===== config.mk =====
export PLATFORM = sky130hd
export DESIGN_NAME = uart_rx_flat
export DESIGN_NICKNAME = d
export VERILOG_FILES = /design/src/rtl/uart_rx_pkg.sv /design/src/rtl/uart_rx_if.sv /design/src/rtl/uart_rx_baud_tick_gen.sv /design/src/rtl/uart_rx.sv /design/src/flat_wrapper.sv
export SDC_FILE = /design/constraint.sdc
export NUM_CORES = 1
export LEC_CHECK = 0
export BUFFER_PORTS_ARGS = -buffer_cell sky130_fd_sc_hd__buf_2
export CAP_MARGIN = 10
export CORE_UTILIZATION = 60
export CTS_BUF_LIST = sky130_fd_sc_hd__clkbuf_8
export DETAILED_ROUTE_END_ITERATION = 8
export PLACE_DENSITY = 0.81
export SYNTH_ARGS = -nofsm -noshare
export SYNTH_HDL_FRONTEND = slang
export SYNTH_SLANG_ARGS = --single-unit

===== constraint.sdc =====
create_clock -name clk -period 2.17 [get_ports clk]
set_input_delay 0 -clock clk [delete_from_list [all_inputs] [get_ports clk]]
set_output_delay 0 -clock clk [all_outputs]
set_load 0.005 [all_outputs]

===== src/rtl/uart_rx_pkg.sv =====
// uart_rx_pkg -- shared definitions for the 8N1 UART receive path.
//   rx_state_t : receiver FSM state encoding
//   START_BIT  : line level of a start bit
//   STOP_BIT   : line level of a stop bit
//   DATA_BITS  : data bits per 8N1 frame
package uart_rx_pkg;

  typedef enum logic [2:0] {
    ST_IDLE,
    ST_START,
    ST_DATA,
    ST_STOP,
    ST_WAIT_HIGH
  } rx_state_t;

  localparam logic START_BIT = 1'b0;
  localparam logic STOP_BIT  = 1'b1;
  localparam int   DATA_BITS = 8;

endpackage


===== src/rtl/uart_rx_if.sv =====
// uart_rx_if -- valid/ready holding-register handoff from the receiver to its consumer.
//   data_out   : received byte, stable while data_valid=1
//   data_valid : holding register full
//   data_ready : consumer accepts data_out on a clk edge where data_valid=1
// master = receiver side, slave = consumer side.
interface uart_rx_if;

  logic [7:0] data_out;
  logic       data_valid;
  logic       data_ready;

  modport master (output data_out, output data_valid, input data_ready);
  modport slave  (input data_out, input data_valid, output data_ready);

endinterface


===== src/rtl/uart_rx_baud_tick_gen.sv =====
// baud_tick_gen -- divides clk down to the oversampling tick rate.
//   clk     : system clock
//   rst     : synchronous, active-high reset
//   restart : force the divider back to count 0 (aligns ticks to a start edge)
//   tick    : one-cycle pulse every DIVISOR clk cycles
module baud_tick_gen #(
  parameter int DIVISOR = 27
) (
  input  logic clk,
  input  logic rst,
  input  logic restart,
  output logic tick
);

  localparam int CW = (DIVISOR > 1) ? $clog2(DIVISOR) : 1;

  logic [CW-1:0] count;
  logic          wrap;

  assign wrap = (count == CW'(DIVISOR - 1));
  // A restart cycle never produces a tick, so the first tick after a start
  // edge lands a full DIVISOR cycles later.
  assign tick = wrap && !restart;

  always_ff @(posedge clk) begin
    if (rst || restart) begin
      count <= '0;
    end else if (wrap) begin
      count <= '0;
    end else begin
      count <= count + CW'(1);
    end
  end

endmodule


===== src/rtl/uart_rx.sv =====
// uart_rx -- 8N1 UART receiver with oversampled mid-bit sampling.
//   clk       : system clock
//   rst       : synchronous, active-high reset
//   enable    : permits detection of new start bits
//   rx_line   : asynchronous serial input, idle high
//   bus       : valid/ready holding register toward the consumer (master side)
//   rx_busy   : high whenever the FSM is not in IDLE
//   frame_err : one-cycle pulse, stop bit sampled low
//   overrun   : one-cycle pulse, completed byte dropped because the holding register was full
// OVERSAMPLE must be even and >= 8.
module uart_rx
  import uart_rx_pkg::*;
#(
  parameter int DIVISOR    = 27,
  parameter int OVERSAMPLE = 16,
  parameter int DATA_BITS  = 8
) (
  input  logic      clk,
  input  logic      rst,
  input  logic      enable,
  input  logic      rx_line,
  uart_rx_if.master bus,
  output logic      rx_busy,
  output logic      frame_err,
  output logic      overrun
);

  localparam int SW = $clog2(OVERSAMPLE);
  localparam int BW = (DATA_BITS > 1) ? $clog2(DATA_BITS) : 1;

  logic                 rx_meta;
  logic                 rx_s;
  rx_state_t            state;
  logic [SW-1:0]        sample_cnt;
  logic [BW-1:0]        bit_cnt;
  logic [DATA_BITS-1:0] shift;
  logic                 tick;
  logic                 restart;
  logic                 mid_bit;
  logic                 end_bit;

  // NOTE: the synchronizer resets to the idle line level (1); resetting it
  // to 0 would look like a start bit the moment reset is released.
  always_ff @(posedge clk) begin
    if (rst) begin
      rx_meta <= 1'b1;
      rx_s    <= 1'b1;
    end else begin
      rx_meta <= rx_line;
      rx_s    <= rx_meta;
    end
  end

  assign restart = (state == ST_IDLE) && enable && (rx_s == START_BIT);
  assign mid_bit = (sample_cnt == SW'(OVERSAMPLE / 2 - 1));
  assign end_bit = (sample_cnt == SW'(OVERSAMPLE - 1));

  baud_tick_gen #(.DIVISOR(DIVISOR)) u_tick (
    .clk     (clk),
    .rst     (rst),
    .restart (restart),
    .tick    (tick)
  );

  always_ff @(posedge clk) begin
    if (rst) begin
      state          <= ST_IDLE;
      sample_cnt     <= '0;
      bit_cnt        <= '0;
      shift          <= '0;
      bus.data_out   <= '0;
      bus.data_valid <= 1'b0;
      rx_busy        <= 1'b0;
      frame_err      <= 1'b0;
      overrun        <= 1'b0;
    end else begin
      frame_err <= 1'b0;
      overrun   <= 1'b0;

      // NOTE: this consumer-accept clear is a default; a delivery further
      // down in the same cycle overrides it because the last non-blocking
      // assignment to data_valid wins.
      if (bus.data_valid && bus.data_ready) begin
        bus.data_valid <= 1'b0;
      end

      unique case (state)
        ST_IDLE: begin
          if (restart) begin
            state      <= ST_START;
            sample_cnt <= '0;
            rx_busy    <= 1'b1;
          end
        end

        ST_START: begin
          if (tick) begin
            if (mid_bit && rx_s != START_BIT) begin
              // Glitch shorter than half a bit: quietly drop it.
              state      <= ST_IDLE;
              sample_cnt <= '0;
              rx_busy    <= 1'b0;
            end else if (end_bit) begin
              state      <= ST_DATA;
              sample_cnt <= '0;
              bit_cnt    <= '0;
            end else begin
              sample_cnt <= sample_cnt + SW'(1);
            end
          end
        end

        ST_DATA: begin
          if (tick) begin
            if (mid_bit) begin
              shift <= {rx_s, shift[DATA_BITS-1:1]};  // LSB arrives first
            end
            if (end_bit) begin
              sample_cnt <= '0;
              if (bit_cnt == BW'(DATA_BITS - 1)) begin
                state <= ST_STOP;
              end else begin
                bit_cnt <= bit_cnt + BW'(1);
              end
            end else begin
              sample_cnt <= sample_cnt + SW'(1);
            end
          end
        end

        ST_STOP: begin
          if (tick) begin
            if (mid_bit) begin
              sample_cnt <= '0;
              if (rx_s == STOP_BIT) begin
                // Leave at mid-stop so a back-to-back start edge is not missed.
                state   <= ST_IDLE;
                rx_busy <= 1'b0;
                if (!bus.data_valid || bus.data_ready) begin
                  bus.data_out   <= shift;
                  bus.data_valid <= 1'b1;
                end else begin
                  overrun <= 1'b1;
                end
              end else begin
                frame_err <= 1'b1;
                state     <= ST_WAIT_HIGH;
              end
            end else begin
              sample_cnt <= sample_cnt + SW'(1);
            end
          end
        end

        ST_WAIT_HIGH: begin
          // A held-low break must return high before a new start is allowed.
          if (rx_s == STOP_BIT) begin
            state   <= ST_IDLE;
            rx_busy <= 1'b0;
          end
        end

        default: begin
          state   <= ST_IDLE;
          rx_busy <= 1'b0;
        end
      endcase
    end
  end

endmodule


===== src/flat_wrapper.sv =====
// flat-port wrapper written by rule: the top's interface ports become plain ports
module uart_rx_flat import uart_rx_pkg::*;
#(
  parameter int DIVISOR    = 27,
  parameter int OVERSAMPLE = 16,
  parameter int DATA_BITS  = 8
)
  (clk, rst, enable, rx_line, rx_busy, frame_err, overrun, bus_data_out, bus_data_valid, bus_data_ready);
  uart_rx_if bus_i ();
  input  logic clk;
  input  logic rst;
  input  logic enable;
  input  logic rx_line;
  output logic rx_busy;
  output logic frame_err;
  output logic overrun;
  output wire logic [$bits(bus_i.data_out)-1:0] bus_data_out;
  output wire logic [$bits(bus_i.data_valid)-1:0] bus_data_valid;
  input wire logic [$bits(bus_i.data_ready)-1:0] bus_data_ready;
  assign bus_data_out = bus_i.data_out;
  assign bus_data_valid = bus_i.data_valid;
  assign bus_i.data_ready = bus_data_ready;
  uart_rx #(.DIVISOR(DIVISOR), .OVERSAMPLE(OVERSAMPLE), .DATA_BITS(DATA_BITS)) u_core (.clk(clk), .rst(rst), .enable(enable), .rx_line(rx_line), .bus(bus_i), .rx_busy(rx_busy), .frame_err(frame_err), .overrun(overrun));
endmodule

==> flow_summary.toml <==
[clock_tree]
cts_tree = "done"
cts_root_buf = "clkbuf_8"
cts_buffers = 5
cts_sinks = 37
cts_max_level = 2
max-clock-path-buffers = 2
clk_pin_slew_worst_paths_ns = 0.08
insertion_delay_ns = 0.29

[power_and_ir_drop]
leakage_nw = 0.779
ir_worst_vdd_mv = 0.683
clockPowerShare = 0.394
combPwrFrac = 0.039
sw_frac_of_total = 0.239
power_frac_seq = 0.568
pwr_density_cell_nw_per_um2 = 631
switchingPower_mw = 0.294
power.internal_mw = 0.933

[logic_synthesis]
synth_edf_count = 0
yosysWarningCount = 0
ys_async_sr_fraction = 0
ys.flop_type = "dfxtp_1"
syn_inst = 179
synth_top_area_frac = 0.431
syn_area_um2 = 1720
synthTopCellsByArea = "dfxtp_1 43%, mux2i_1 9.3%, nor2_1 5.0%"
yosysSeqAreaShare = 0.431
synth_top_area_cell = "dfxtp_1"
syn-num-nets = 189
ys_ff_latch = 37
syn_avg_cell_area_um2 = 9.60
synth_cell_types = 47

[floorplanning]
core-area_um2 = 2730
placementRows = 19
pin_count = 17
start_util = 0.628
chipWidth_um = 55.5
die_y_um = 55.5
die_area_um2 = 3080

[sta]
fin_crit_sh = 0.932
whs_ns = 0.130
fin_setup_tns_ns = 0
finalHoldViolations = 0
setup_viol = 0
slew_viol_final = 0
worst_slew_pin_slew_ns = 0.620
clock.fmax_mhz = 495
relSlewSlack = 0.587
fin_skew_ns = 0.00772
period_minus_slack_ns = 2.02
grt_setup_unrepaired = "no"

[setup_path]
rr_worst_depth = 6
start_kind = "register"
timing.rr.end = "u_core.bit_cnt[2]"
crit_chain = "ha_1 > ha_1 > or3b_2 > a2111oi_4 > nand3_1 > o21ai_0"
slowest_stage = "or3b_2"
worst_ep_arrival_time_ns = 2.24
regToRegSetupSlack_ns = 0.15
crit_type = "reg2reg"
r2r_start = "u_core.bit_cnt[0]"
worst_path_most_repeated_cell = "ha_1"
crit_path_max_fanout = 6
cp_slowest_stage_delay_ns = 0.49
cp.required_ns = 2.39
cp-end-kind = "register"

[detailed_routing]
routed_via_density = 5.92
wl_per_cell_um = 14.6
drc = 2
routed_wl_um = 3370
drt_iter0_drc = 36
dr_total_vias = 1367
dr.pass1.iters = 6
postRouteAntennaNets = 0

[global_route]
grt_pass1_wl_um = 5790
grt.overflow.total = 0
antenna_found_initial = 0
grt_usage = 0.238
grt_pass1_vias = 1323
grt_max_degree = 38

[placed_design]
dp_hpwl_um = 2290
portBuffers = 16
routabilityCongestion = 0.856

[min_path]
hp-start = "enable"
hold_path_end = "u_core.sample_cnt[2]"
whs_path_depth = 4
hp-class = "in2reg"

[cells_and_area]
drive_gt1_frac = 0.190
nets = 209
area_growth_pct = 13.1
antenna_cells = 0

[status]
outcome = "finished with violations"
violations = "design-rule violations"

[run]
maxCapViolCount = 0
power groups by stage:
| stage | combinational, mW | sequential (mW) | clock (mW) |
|---|---|---|---|
| 2_1_floorplan | 0.0363 | 0.708 | 0 |
| 3_3_place_gp | 0.0417 | 0.711 | 0 |
| 3_5_place_dp | 0.0439 | 0.712 | 0 |
| 4_1_cts | 0.0468 | 0.696 | 0.491 |
| 5_1_grt | 0.0537 | 0.698 | 0.516 |
| 6_report | 0.0476 | 0.696 | 0.483 |
cell families (layout without fill, tap and decap cells):
family,count (synthesis),after routing,share of synthesized area
DFF,37,37,0.431
xor gates and xnor gates,3,3,0.0153
muxes,16,16,0.0932
and+or+nand+nor,72,72,0.245
AOI/OAI and AO/OA,31,31,0.139
buffers and inverters,15,36,0.0393
adders and majority gates,5,5,0.0364
flip-flops by register name, indices dropped and copies added (netlist names):
signal                 cells
u_core.bus.data_out        8
u_core.shift               8
u_core.u_tick.count        5
u_core.sample_cnt          4
u_core.bit_cnt             3
u_core.state               3
u_core.bus.data_valid      1
u_core.frame_err           1
u_core.overrun             1
u_core.rx_busy             1
u_core.rx_meta             1
u_core.rx_s                1
cell usage after synthesis (all sizes together) (2+ instances only):
cell and count:
nand4b 2, nor2b 2, nand3 8, nor3b 2, nand3b 4, clkbuf 5
ha 5, or4 3, or3 4, buf 5, a211oi 2, nor4b 3
mux2i 16, nor2 23, o21ai 7, nand2b 4, a21oi 8, dfxtp 37
inv 5, or2 3, o31ai 2, o21bai 2, a21boi 2, xor2 2
nand2 5
cell type report:
type	count	area [um^2]
Timing Repair Buffer	23	138
Clock inverter	3	22.5
Tap cell	31	38.8
Multi-Input combinational cell	127	916
Fill cell	215	791
Sequential cell	37	741
Clock buffer	5	68.8
Inverter	5	18.8
routing by layer:
metal,GRT usage,vias to the layer above,part of all wire
met3,0.0445,5,0.027
met2,0.406,21,0.50
met4,0.111,0,0.013
met1,0.289,658,0.46
li1,-,683,-
met5,0,-,0
layout by cell type (no fill, tap or decap), types with 3 or more instances in the layout:
master,Yosys,layout
nand2b_1,4,4
dfxtp_1,37,37
a21oi_1,8,8
nand2_1,5,5
mux2i_1,16,16
clkbuf_8,0,5
o21ai_0,7,7
inv_1,5,5
or3_1,4,4
nor2_1,23,23
buf_2,3,16
or4_1,3,3
ha_1,5,5
clkinvlp_4,0,3
nand3_1,8,8
nand3b_1,4,4
buf_4,2,5
timing repair:
action,in CTS,in global routing
resized for setup,0,0
buffers inserted,0,0
hold endpoints to repair,2,0
setup endpoints to repair,0,0
hold buffers,2,0
stage by stage:
stage	worst slack [ns]	cell area (um^2)	total power, mW	instances	utilization
after floorplan	0.314	1720	0.744	179	-
after global routing	0.0351	1940	1.27	231	0.711
after global placement	0.294	1830	0.753	221	0.670
final	0.148	1940	1.23	231	0.711
after detailed placement	0.194	1830	0.756	221	0.670
after CTS	0.158	1940	1.23	231	0.711
worst max-delay path, delay by kind of cell (launching register included):
kind | cells | cell delay, ns
simple gates | 2 | 0.61
flops | 1 | 0.33
fa+ha+maj | 2 | 0.43
compound gates | 2 | 0.58
worst max-delay path by stage:
stage | startpoint | slack [ns] | end
after floorplan | u_core.bit_cnt[0] | 0.31 | u_core.bit_cnt[0]
after global routing | u_core.bit_cnt[0] | 0.04 | u_core.bit_cnt[2]
after detailed placement | u_core.bit_cnt[0] | 0.19 | u_core.bit_cnt[2]
after global placement | u_core.bit_cnt[0] | 0.29 | u_core.bit_cnt[0]
after CTS | u_core.bit_cnt[0] | 0.16 | u_core.bit_cnt[0]
final | u_core.bit_cnt[0] | 0.15 | u_core.bit_cnt[2]
No activity file was read; power rests on OpenSTA's default activity.
